--- config.mk ---
export PLATFORM = sky130hd
export DESIGN_NAME = cp0_exception_commit_flat
export DESIGN_NICKNAME = d
export VERILOG_FILES = /design/src/rtl/cp0_exception_commit_if.sv /design/src/rtl/cp0_exception_commit.sv /design/src/flat_wrapper.sv
export SDC_FILE = /design/constraint.sdc
export NUM_CORES = 1
export LEC_CHECK = 0
export ABC_AREA = 1
export CAP_MARGIN = 40
export CORE_ASPECT_RATIO = 0.75
export CORE_UTILIZATION = 38
export DETAILED_ROUTE_END_ITERATION = 16
export DONT_BUFFER_PORTS = 1
export SYNTH_ARGS = -nofsm -noshare
export SYNTH_HDL_FRONTEND = slang
export SYNTH_SLANG_ARGS = --single-unit
--- constraint.sdc ---
create_clock -name clk -period 2.45 [get_ports clk]
set_input_delay 0.1225 -clock clk [delete_from_list [all_inputs] [get_ports clk]]
set_output_delay 0.1225 -clock clk [all_outputs]
set_load 0.005 [all_outputs]
--- src/rtl/cp0_exception_commit_if.sv ---
// M/W-boundary bus between the pipeline and the CP0 exception-commit block.
// master = pipeline side (drives M-stage info, consumes flush/redirect/readback),
// slave  = CP0 side.
interface cp0_exception_commit_if;
  logic [4:0]  excode_i;
  logic [31:0] pc_m_i;
  logic        in_dslot_i;
  logic [31:0] bad_addr_i;
  logic        stall_m_i;
  logic        mtc0_we_i;
  logic [4:0]  mtc0_addr_i;
  logic [31:0] mtc0_wdata_i;
  logic [4:0]  mfc0_addr_i;
  logic [31:0] mfc0_rdata_o;
  logic [5:0]  ext_int_i;
  logic        flush_o;
  logic [31:0] new_pc_o;
  logic [31:0] status_o;
  logic [31:0] cause_o;
  logic [31:0] epc_o;

  modport master (
    output excode_i, pc_m_i, in_dslot_i, bad_addr_i, stall_m_i,
           mtc0_we_i, mtc0_addr_i, mtc0_wdata_i, mfc0_addr_i, ext_int_i,
    input  mfc0_rdata_o, flush_o, new_pc_o, status_o, cause_o, epc_o
  );

  modport slave (
    input  excode_i, pc_m_i, in_dslot_i, bad_addr_i, stall_m_i,
           mtc0_we_i, mtc0_addr_i, mtc0_wdata_i, mfc0_addr_i, ext_int_i,
    output mfc0_rdata_o, flush_o, new_pc_o, status_o, cause_o, epc_o
  );
endinterface

--- src/rtl/cp0_exception_commit.sv ---
// CP0 exception commit: arbitrates interrupt / exception / ERET for the M-stage
// instruction, drives flush and redirect PC in the same cycle, and owns the
// BadVAddr, Count, Compare, Status, Cause and EPC registers.
// Optional feature macro: CP0_TIMER_INT_EN (Count==Compare timer interrupt on IP7).
// ExcCode sentinels: 5'h1F = no exception, 5'h1E = ERET.
module cp0_exception_commit #(
  parameter logic [31:0] EXC_VECTOR = 32'hBFC0_0380,
  parameter int unsigned COUNT_DIV  = 2
) (
  input logic                   clk,
  input logic                   rst,
  cp0_exception_commit_if.slave bus
);
  localparam logic [4:0] EXC_INT      = 5'h00;
  localparam logic [4:0] EXC_ADEL     = 5'h04;
  localparam logic [4:0] EXC_ADES     = 5'h05;
  localparam logic [4:0] EXC_ERET     = 5'h1E;
  localparam logic [4:0] EXC_NE       = 5'h1F;
  localparam logic [4:0] REG_BADVADDR = 5'd8;
  localparam logic [4:0] REG_COUNT    = 5'd9;
  localparam logic [4:0] REG_COMPARE  = 5'd11;
  localparam logic [4:0] REG_STATUS   = 5'd12;
  localparam logic [4:0] REG_CAUSE    = 5'd13;
  localparam logic [4:0] REG_EPC      = 5'd14;
  localparam int DIV_W = (COUNT_DIV > 1) ? $clog2(COUNT_DIV) : 1;
  localparam logic [DIV_W-1:0] DIV_LAST = DIV_W'(COUNT_DIV - 1);

  logic [31:0]      badvaddr_q, badvaddr_d, count_q, count_d;
  logic [31:0]      compare_q, compare_d, epc_q, epc_d;
  logic [7:0]       status_im_q, status_im_d, cause_ip_q, cause_ip_d;
  logic             status_exl_q, status_exl_d, status_ie_q, status_ie_d;
  logic             cause_bd_q, cause_bd_d, ti_q, ti_d;
  logic [4:0]       cause_exc_q, cause_exc_d;
  logic [DIV_W-1:0] div_q, div_d;
  logic             int_req, is_exc, is_eret, take_int, take_exc, take_eret;
  logic             wr_en, count_wr, tick;
  logic [31:0]      count_inc, status_w, cause_w;

  assign status_w     = {9'b0, 1'b1, 6'b0, status_im_q, 6'b0, status_exl_q, status_ie_q};
  assign cause_w      = {cause_bd_q, ti_q, 14'b0, cause_ip_q, 1'b0, cause_exc_q, 2'b0};
  assign bus.status_o = status_w;
  assign bus.cause_o  = cause_w;
  assign bus.epc_o    = epc_q;

  // Commit arbitration, same-cycle flush/redirect and MFC0 readback.
  always_comb begin
    int_req   = status_ie_q & ~status_exl_q & (|(cause_ip_q & status_im_q));
    is_exc    = (bus.excode_i != EXC_NE) && (bus.excode_i != EXC_ERET);
    is_eret   = (bus.excode_i == EXC_ERET);
    take_int  = ~bus.stall_m_i & int_req;
    take_exc  = ~bus.stall_m_i & ~int_req & is_exc;
    take_eret = ~bus.stall_m_i & ~int_req & ~is_exc & is_eret;
    // The instruction that commits an exception/ERET never gets to write CP0.
    wr_en     = bus.mtc0_we_i & ~bus.stall_m_i & ~(take_int | take_exc | take_eret);
    bus.flush_o      = 1'b0;
    bus.new_pc_o     = '0;
    bus.mfc0_rdata_o = '0;
    if (!rst) begin
      if (take_int || take_exc) begin
        bus.flush_o  = 1'b1;
        bus.new_pc_o = EXC_VECTOR;
      end else if (take_eret) begin
        bus.flush_o  = 1'b1;
        bus.new_pc_o = epc_q;
      end
      case (bus.mfc0_addr_i)
        REG_BADVADDR: bus.mfc0_rdata_o = badvaddr_q;
        REG_COUNT:    bus.mfc0_rdata_o = count_q;
        REG_COMPARE:  bus.mfc0_rdata_o = compare_q;
        REG_STATUS:   bus.mfc0_rdata_o = status_w;
        REG_CAUSE:    bus.mfc0_rdata_o = cause_w;
        REG_EPC:      bus.mfc0_rdata_o = epc_q;
        default:      bus.mfc0_rdata_o = '0;
      endcase
    end
  end

  // Next-state for Count/timer, MTC0 writes, interrupt sampling and commit effects.
  always_comb begin
    badvaddr_d   = badvaddr_q;
    count_d      = count_q;
    compare_d    = compare_q;
    epc_d        = epc_q;
    status_im_d  = status_im_q;
    status_exl_d = status_exl_q;
    status_ie_d  = status_ie_q;
    cause_bd_d   = cause_bd_q;
    cause_ip_d   = cause_ip_q;
    cause_exc_d  = cause_exc_q;
    div_d        = div_q;
    count_inc    = count_q + 32'd1;
    tick         = (div_q == DIV_LAST);
    count_wr     = wr_en && (bus.mtc0_addr_i == REG_COUNT);

    // A software Count write overrides a coincident tick and restarts the divider.
    if (count_wr) begin
      count_d = bus.mtc0_wdata_i;
      div_d   = '0;
    end else if (tick) begin
      count_d = count_inc;
      div_d   = '0;
    end else begin
      div_d = div_q + DIV_W'(1);
    end

`ifdef CP0_TIMER_INT_EN
    ti_d = ti_q;
    if (wr_en && (bus.mtc0_addr_i == REG_COMPARE)) begin
      ti_d = 1'b0;
    end else if (tick && !count_wr && (count_inc == compare_q)) begin
      ti_d = 1'b1;
    end
`else
    ti_d = 1'b0;
`endif

    if (wr_en) begin
      case (bus.mtc0_addr_i)
        REG_COMPARE: compare_d = bus.mtc0_wdata_i;
        REG_STATUS: begin
          status_im_d  = bus.mtc0_wdata_i[15:8];
          status_exl_d = bus.mtc0_wdata_i[1];
          status_ie_d  = bus.mtc0_wdata_i[0];
        end
        REG_CAUSE:   cause_ip_d[1:0] = bus.mtc0_wdata_i[9:8];
        REG_EPC:     epc_d = bus.mtc0_wdata_i;
        default: ;
      endcase
    end

    // Hardware interrupt lines are level-sampled every cycle, stall or not.
    cause_ip_d[7:2] = {bus.ext_int_i[5] | ti_d, bus.ext_int_i[4:0]};

    if (take_int || take_exc) begin
      cause_exc_d = take_int ? EXC_INT : bus.excode_i;
      // Nested exceptions keep the original return point.
      if (!status_exl_q) begin
        epc_d      = bus.in_dslot_i ? (bus.pc_m_i - 32'd4) : bus.pc_m_i;
        cause_bd_d = bus.in_dslot_i;
      end
      status_exl_d = 1'b1;
      if (take_exc && ((bus.excode_i == EXC_ADEL) || (bus.excode_i == EXC_ADES))) begin
        badvaddr_d = bus.bad_addr_i;
      end
    end else if (take_eret) begin
      status_exl_d = 1'b0;
    end
  end

  // CP0 state registers.
  always_ff @(posedge clk) begin
    if (rst) begin
      badvaddr_q   <= '0;
      count_q      <= '0;
      compare_q    <= '0;
      epc_q        <= '0;
      status_im_q  <= '0;
      status_exl_q <= 1'b0;
      status_ie_q  <= 1'b0;
      cause_bd_q   <= 1'b0;
      cause_ip_q   <= '0;
      cause_exc_q  <= '0;
      ti_q         <= 1'b0;
      div_q        <= '0;
    end else begin
      badvaddr_q   <= badvaddr_d;
      count_q      <= count_d;
      compare_q    <= compare_d;
      epc_q        <= epc_d;
      status_im_q  <= status_im_d;
      status_exl_q <= status_exl_d;
      status_ie_q  <= status_ie_d;
      cause_bd_q   <= cause_bd_d;
      cause_ip_q   <= cause_ip_d;
      cause_exc_q  <= cause_exc_d;
      ti_q         <= ti_d;
      div_q        <= div_d;
    end
  end
endmodule

--- src/flat_wrapper.sv ---
// flat-port wrapper written by rule: the top's interface ports become plain ports
module cp0_exception_commit_flat 
#(
  parameter logic [31:0] EXC_VECTOR = 32'hBFC0_0380,
  parameter int unsigned COUNT_DIV  = 2
)
  (clk, rst, bus_excode_i, bus_pc_m_i, bus_in_dslot_i, bus_bad_addr_i, bus_stall_m_i, bus_mtc0_we_i, bus_mtc0_addr_i, bus_mtc0_wdata_i, bus_mfc0_addr_i, bus_ext_int_i, bus_mfc0_rdata_o, bus_flush_o, bus_new_pc_o, bus_status_o, bus_cause_o, bus_epc_o);
  cp0_exception_commit_if bus_i ();
  input logic clk;
  input logic rst;
  input wire logic [$bits(bus_i.excode_i)-1:0] bus_excode_i;
  input wire logic [$bits(bus_i.pc_m_i)-1:0] bus_pc_m_i;
  input wire logic [$bits(bus_i.in_dslot_i)-1:0] bus_in_dslot_i;
  input wire logic [$bits(bus_i.bad_addr_i)-1:0] bus_bad_addr_i;
  input wire logic [$bits(bus_i.stall_m_i)-1:0] bus_stall_m_i;
  input wire logic [$bits(bus_i.mtc0_we_i)-1:0] bus_mtc0_we_i;
  input wire logic [$bits(bus_i.mtc0_addr_i)-1:0] bus_mtc0_addr_i;
  input wire logic [$bits(bus_i.mtc0_wdata_i)-1:0] bus_mtc0_wdata_i;
  input wire logic [$bits(bus_i.mfc0_addr_i)-1:0] bus_mfc0_addr_i;
  input wire logic [$bits(bus_i.ext_int_i)-1:0] bus_ext_int_i;
  output wire logic [$bits(bus_i.mfc0_rdata_o)-1:0] bus_mfc0_rdata_o;
  output wire logic [$bits(bus_i.flush_o)-1:0] bus_flush_o;
  output wire logic [$bits(bus_i.new_pc_o)-1:0] bus_new_pc_o;
  output wire logic [$bits(bus_i.status_o)-1:0] bus_status_o;
  output wire logic [$bits(bus_i.cause_o)-1:0] bus_cause_o;
  output wire logic [$bits(bus_i.epc_o)-1:0] bus_epc_o;
  assign bus_i.excode_i = bus_excode_i;
  assign bus_i.pc_m_i = bus_pc_m_i;
  assign bus_i.in_dslot_i = bus_in_dslot_i;
  assign bus_i.bad_addr_i = bus_bad_addr_i;
  assign bus_i.stall_m_i = bus_stall_m_i;
  assign bus_i.mtc0_we_i = bus_mtc0_we_i;
  assign bus_i.mtc0_addr_i = bus_mtc0_addr_i;
  assign bus_i.mtc0_wdata_i = bus_mtc0_wdata_i;
  assign bus_i.mfc0_addr_i = bus_mfc0_addr_i;
  assign bus_i.ext_int_i = bus_ext_int_i;
  assign bus_mfc0_rdata_o = bus_i.mfc0_rdata_o;
  assign bus_flush_o = bus_i.flush_o;
  assign bus_new_pc_o = bus_i.new_pc_o;
  assign bus_status_o = bus_i.status_o;
  assign bus_cause_o = bus_i.cause_o;
  assign bus_epc_o = bus_i.epc_o;
  cp0_exception_commit #(.EXC_VECTOR(EXC_VECTOR), .COUNT_DIV(COUNT_DIV)) u_core (.clk(clk), .rst(rst), .bus(bus_i));
endmodule
==> impl_metrics.py <==
metrics = {
    "detailed_routing": {
        "wire_per_inst_um": 20.3,
        "viasPerCell": 5.46,
        "drt_iter0_markers": 1192,
        "drc": 0,
        "dr_total_vias": 11200,
        "wl_um": 41800,
        "antenna_left": 0,
        "firstDrtPassIters": 5,
    },
    "clock_network": {
        "clk_pin_slew_ns": 0.07,
        "cts_root_buffer": "clkbuf_16",
        "post_cts_buffers": 0,
        "cts_buffer_depth": 2,
        "tritoncts": "yes",
        "cts_made_buffers": 17,
        "clock_sinks": 153,
        "cts-htree-levels": 4,
        "worst_skew_pair.late_latency_ns": 0.44,
    },
    "pwr": {
        "p_leak_nw": 4.97,
        "ir_worst_vdd_v": 0.000485,
        "power-per-cell-area_nw_per_um2": 521,
    },
    "synth": {
        "synth_seq_cells": 153,
        "synth-xor-area-share_pct": 2.60,
        "synth_cell_types": 44,
        "synth_mux_area_share_pct": 3.00,
        "yosysTopAreaCell": "dfxtp_1",
        "post-synth-top-count-cell": "nand2_1",
        "synth_warnings": 0,
        "synth_common_cells": "nand2_1, inv_1, nand3_1, dfxtp_1, nor2_1",
        "synthArstFlopShare_pct": 0,
        "syn_inst": 1614,
        "synth_top_family_by_area": "simple AND/OR/NAND/NOR gates",
        "ys.flop_type": "dfxtp_1",
        "synth_top_area_share_pct": 30.3,
        "synthAdderAreaFrac_pct": 0.248,
        "yosys-top-cells-area": "dfxtp_1, nand2_1, nand3_1, inv_1, a21oi_1",
        "synth-compound-area-share_pct": 16.1,
        "ys_seq_area_share_pct": 30.3,
        "synth_edf_count": 0,
        "yosys.area_share.simple_pct": 32.6,
        "syn_area_per_cell_um2": 6.26,
        "synth_area_um2": 10100,
    },
    "setup_path": {
        "slowest_stage": "dfxtp_1",
        "start_kind": "flip-flop",
        "crit_fanout": 14,
        "path_class": "flip-flop to output pin",
        "slowest_delay_ns": 0.37,
        "cp.arrival_ns": 2.20,
        "crit_family": "simple AND/OR/NAND/NOR gates",
        "regToRegStartpoint": "u_core.status_im_q[1]",
        "reg2reg_depth": 11,
        "crit_chain": "nand2_1 -> nand2_1 -> nor2_1 -> nand2_1 -> nand2_2 -> nand2_2 -> nand2_2 -> buf_6 -> nand2_4 -> nor3_1 -> buf_4",
        "timing.rr.end": "u_core.badvaddr_q[22]",
        "reg2reg_slack_ns": 0.26,
        "path_buf_inv": 2,
        "end_kind": "output pin",
        "cp.required_ns": 2.33,
    },
    "floorplanning": {
        "die_h_um": 143,
        "dieArea_um2": 27200,
        "initial_core_util_pct": 38.8,
        "pin_count": 283,
        "core.rowCount": 51,
        "die_x_um": 190,
        "core-area_um2": 26000,
    },
    "global_routing": {
        "grt.total_usage_pct": 30.4,
        "use_met3_pct": 7.84,
        "grt_max_degree": 70,
        "grt_pass1_wl_um": 62000,
        "grt-ovfl-total": 0,
        "grt_util_met1_pct": 43.1,
        "grt_pass1_vias": 10100,
        "grt_use_met2_pct": 45.1,
        "antenna_found_initial": 3,
        "grt-busiest-layer": "met2",
    },
    "final_layout": {
        "area_growth_pct": 20.1,
        "postLayoutCoreUtil_pct": 46.6,
        "final_nets": 1822,
        "final_area_um2": 12100,
        "fillers": 2689,
        "drive_above_1_share_pct": 8.36,
    },
    "sta": {
        "fin_tns_setup_ns": 0,
        "hold_violations": 0,
        "rsz0062_at_grt": "no",
        "worst_pin_slew_ns": 0.630,
        "relSlewSlack_pct": 57.9,
        "setup_viol": 0,
        "fin_skew_ns": 0.0104,
        "slew_viol_final": 0,
        "finalCritPeriodShare_pct": 94.8,
        "fmax_ghz": 0.431,
        "period_needed_ns": 2.32,
    },
    "hold_path": {
        "min_to": "u_core.bus.epc_o[17]",
        "hp-start": "bus_pc_m_i[17]",
        "hold_path_depth": 4,
        "hp-class": "input port to flip-flop",
    },
    "placement": {
        "dp_hpwl_um": 30300,
        "routabilityCongestion": 0.967,
        "place_area_um2": 10500,
        "placement.io_buffers": 0,
    },
    "run_status": {
        "status": "completed",
    },
    "job": {
        "max_cap_violations": 0,
    },
}
-- placed cells by master (no fill, tap or decap), drive strengths merged, types with 26 or more instances in the layout --
master / count
dfxtp: 153
nor2: 141
o21ai: 81
o22ai: 32
nor3: 29
dlygate4sd3: 95
a21oi: 130
nand3: 184
mux2: 26
nand2: 385
inv: 215
buf: 61
conb: 40
-- repair_timing --
item | in CTS | in global routing
endpoints found under the hold margin | 145 | 0
hold buffers | 96 | 0
endpoints found under the setup margin | 10 | 10
resized for setup | 2 | 6
-- metal layers --
metal	vias to the layer above	part of all wire, %
li1	5345	-
met1	5228	45
met2	611	42
met3	48	11
met4	0	1.7
met5	-	0
-- per-stage QoR --
stage	total power [mW]	cells	setup WS [ns]	hold slack (ns)
floorplan	3.21	1652	0.712	0.229
global placement	3.35	1927	0.303	0.225
detailed placement	3.35	1927	0.331	0.220
CTS	6.32	2055	0.0504	0.00423
global route	6.53	2056	0.0188	0.0200
finish	6.32	2057	0.127	0.0127
-- registers in the layout, summed over array words and instances, names as in the netlist --
| signal | count |
|---|---|
| u_core.badvaddr_q | 32 |
| u_core.status_im_q | 8 |
| u_core.status_exl_q | 1 |
| u_core.compare_q | 32 |
| u_core.status_ie_q | 1 |
| u_core.count_q | 32 |
| u_core.cause_exc_q | 5 |
| u_core.cause_bd_q | 1 |
| u_core.div_q | 1 |
| u_core.cause_ip_q | 8 |
| u_core.bus.epc_o | 32 |
-- how the worst max path moves through the flow --
stage                                       end  depth (start not counted)  slack [ns]                   from
after global routing           bus_new_pc_o[29]                         10        0.02  u_core.status_im_q[1]
after CTS                      bus_new_pc_o[12]                         11        0.05  u_core.status_im_q[1]
after detailed placement  u_core.badvaddr_q[22]                         11        0.33  u_core.status_im_q[1]
final                          bus_new_pc_o[16]                         11        0.13  u_core.status_im_q[1]
after floorplan              u_core.count_q[16]                         11        0.71      u_core.count_q[1]
after global placement       u_core.count_q[16]                         11        0.30      u_core.count_q[1]
-- power by group --
part           switching [mW]  leakage [nW]  internal [mW]
clock                    1.14         0.293           1.69
sequential              0.106          1.24           2.57
combinational           0.495          3.44          0.323
total                    1.74          4.97           4.58
-- kinds of logic after synthesis --
group,Yosys count
xor gates and xnor gates,30
and+or+nand+nor,767
DFF,153
other,2
AOI/OAI and AO/OA,288
buffers and inverters,345
adders and majority gates,2
muxes,27
-- worst reg2reg max path, stage by stage (launching register included) --
cell	delay (ns)
dfxtp_1	0.37
nand2_1	0.09
nand2_1	0.06
nor2_1	0.10
nand2_1	0.13
nand2_2	0.12
nand2_1	0.06
inv_1	0.14
nand3_2	0.38
buf_12	0.33
o21ai_0	0.25
a21oi_1	0.06
-- area by class of cell --
type	instances	area [um^2]	area share [%]
Clock buffer	22	474	3.91
Inverter	216	811	6.68
Tap cell	344	430	3.55
Sequential cell	153	3060	25.2
Multi-Input combinational cell	1154	5690	46.9
Clock inverter	10	140	1.16
Antenna cell	2	5.00	0.0413
Timing Repair Buffer	156	1520	12.5
No activity file was read; power rests on OpenSTA's default activity.
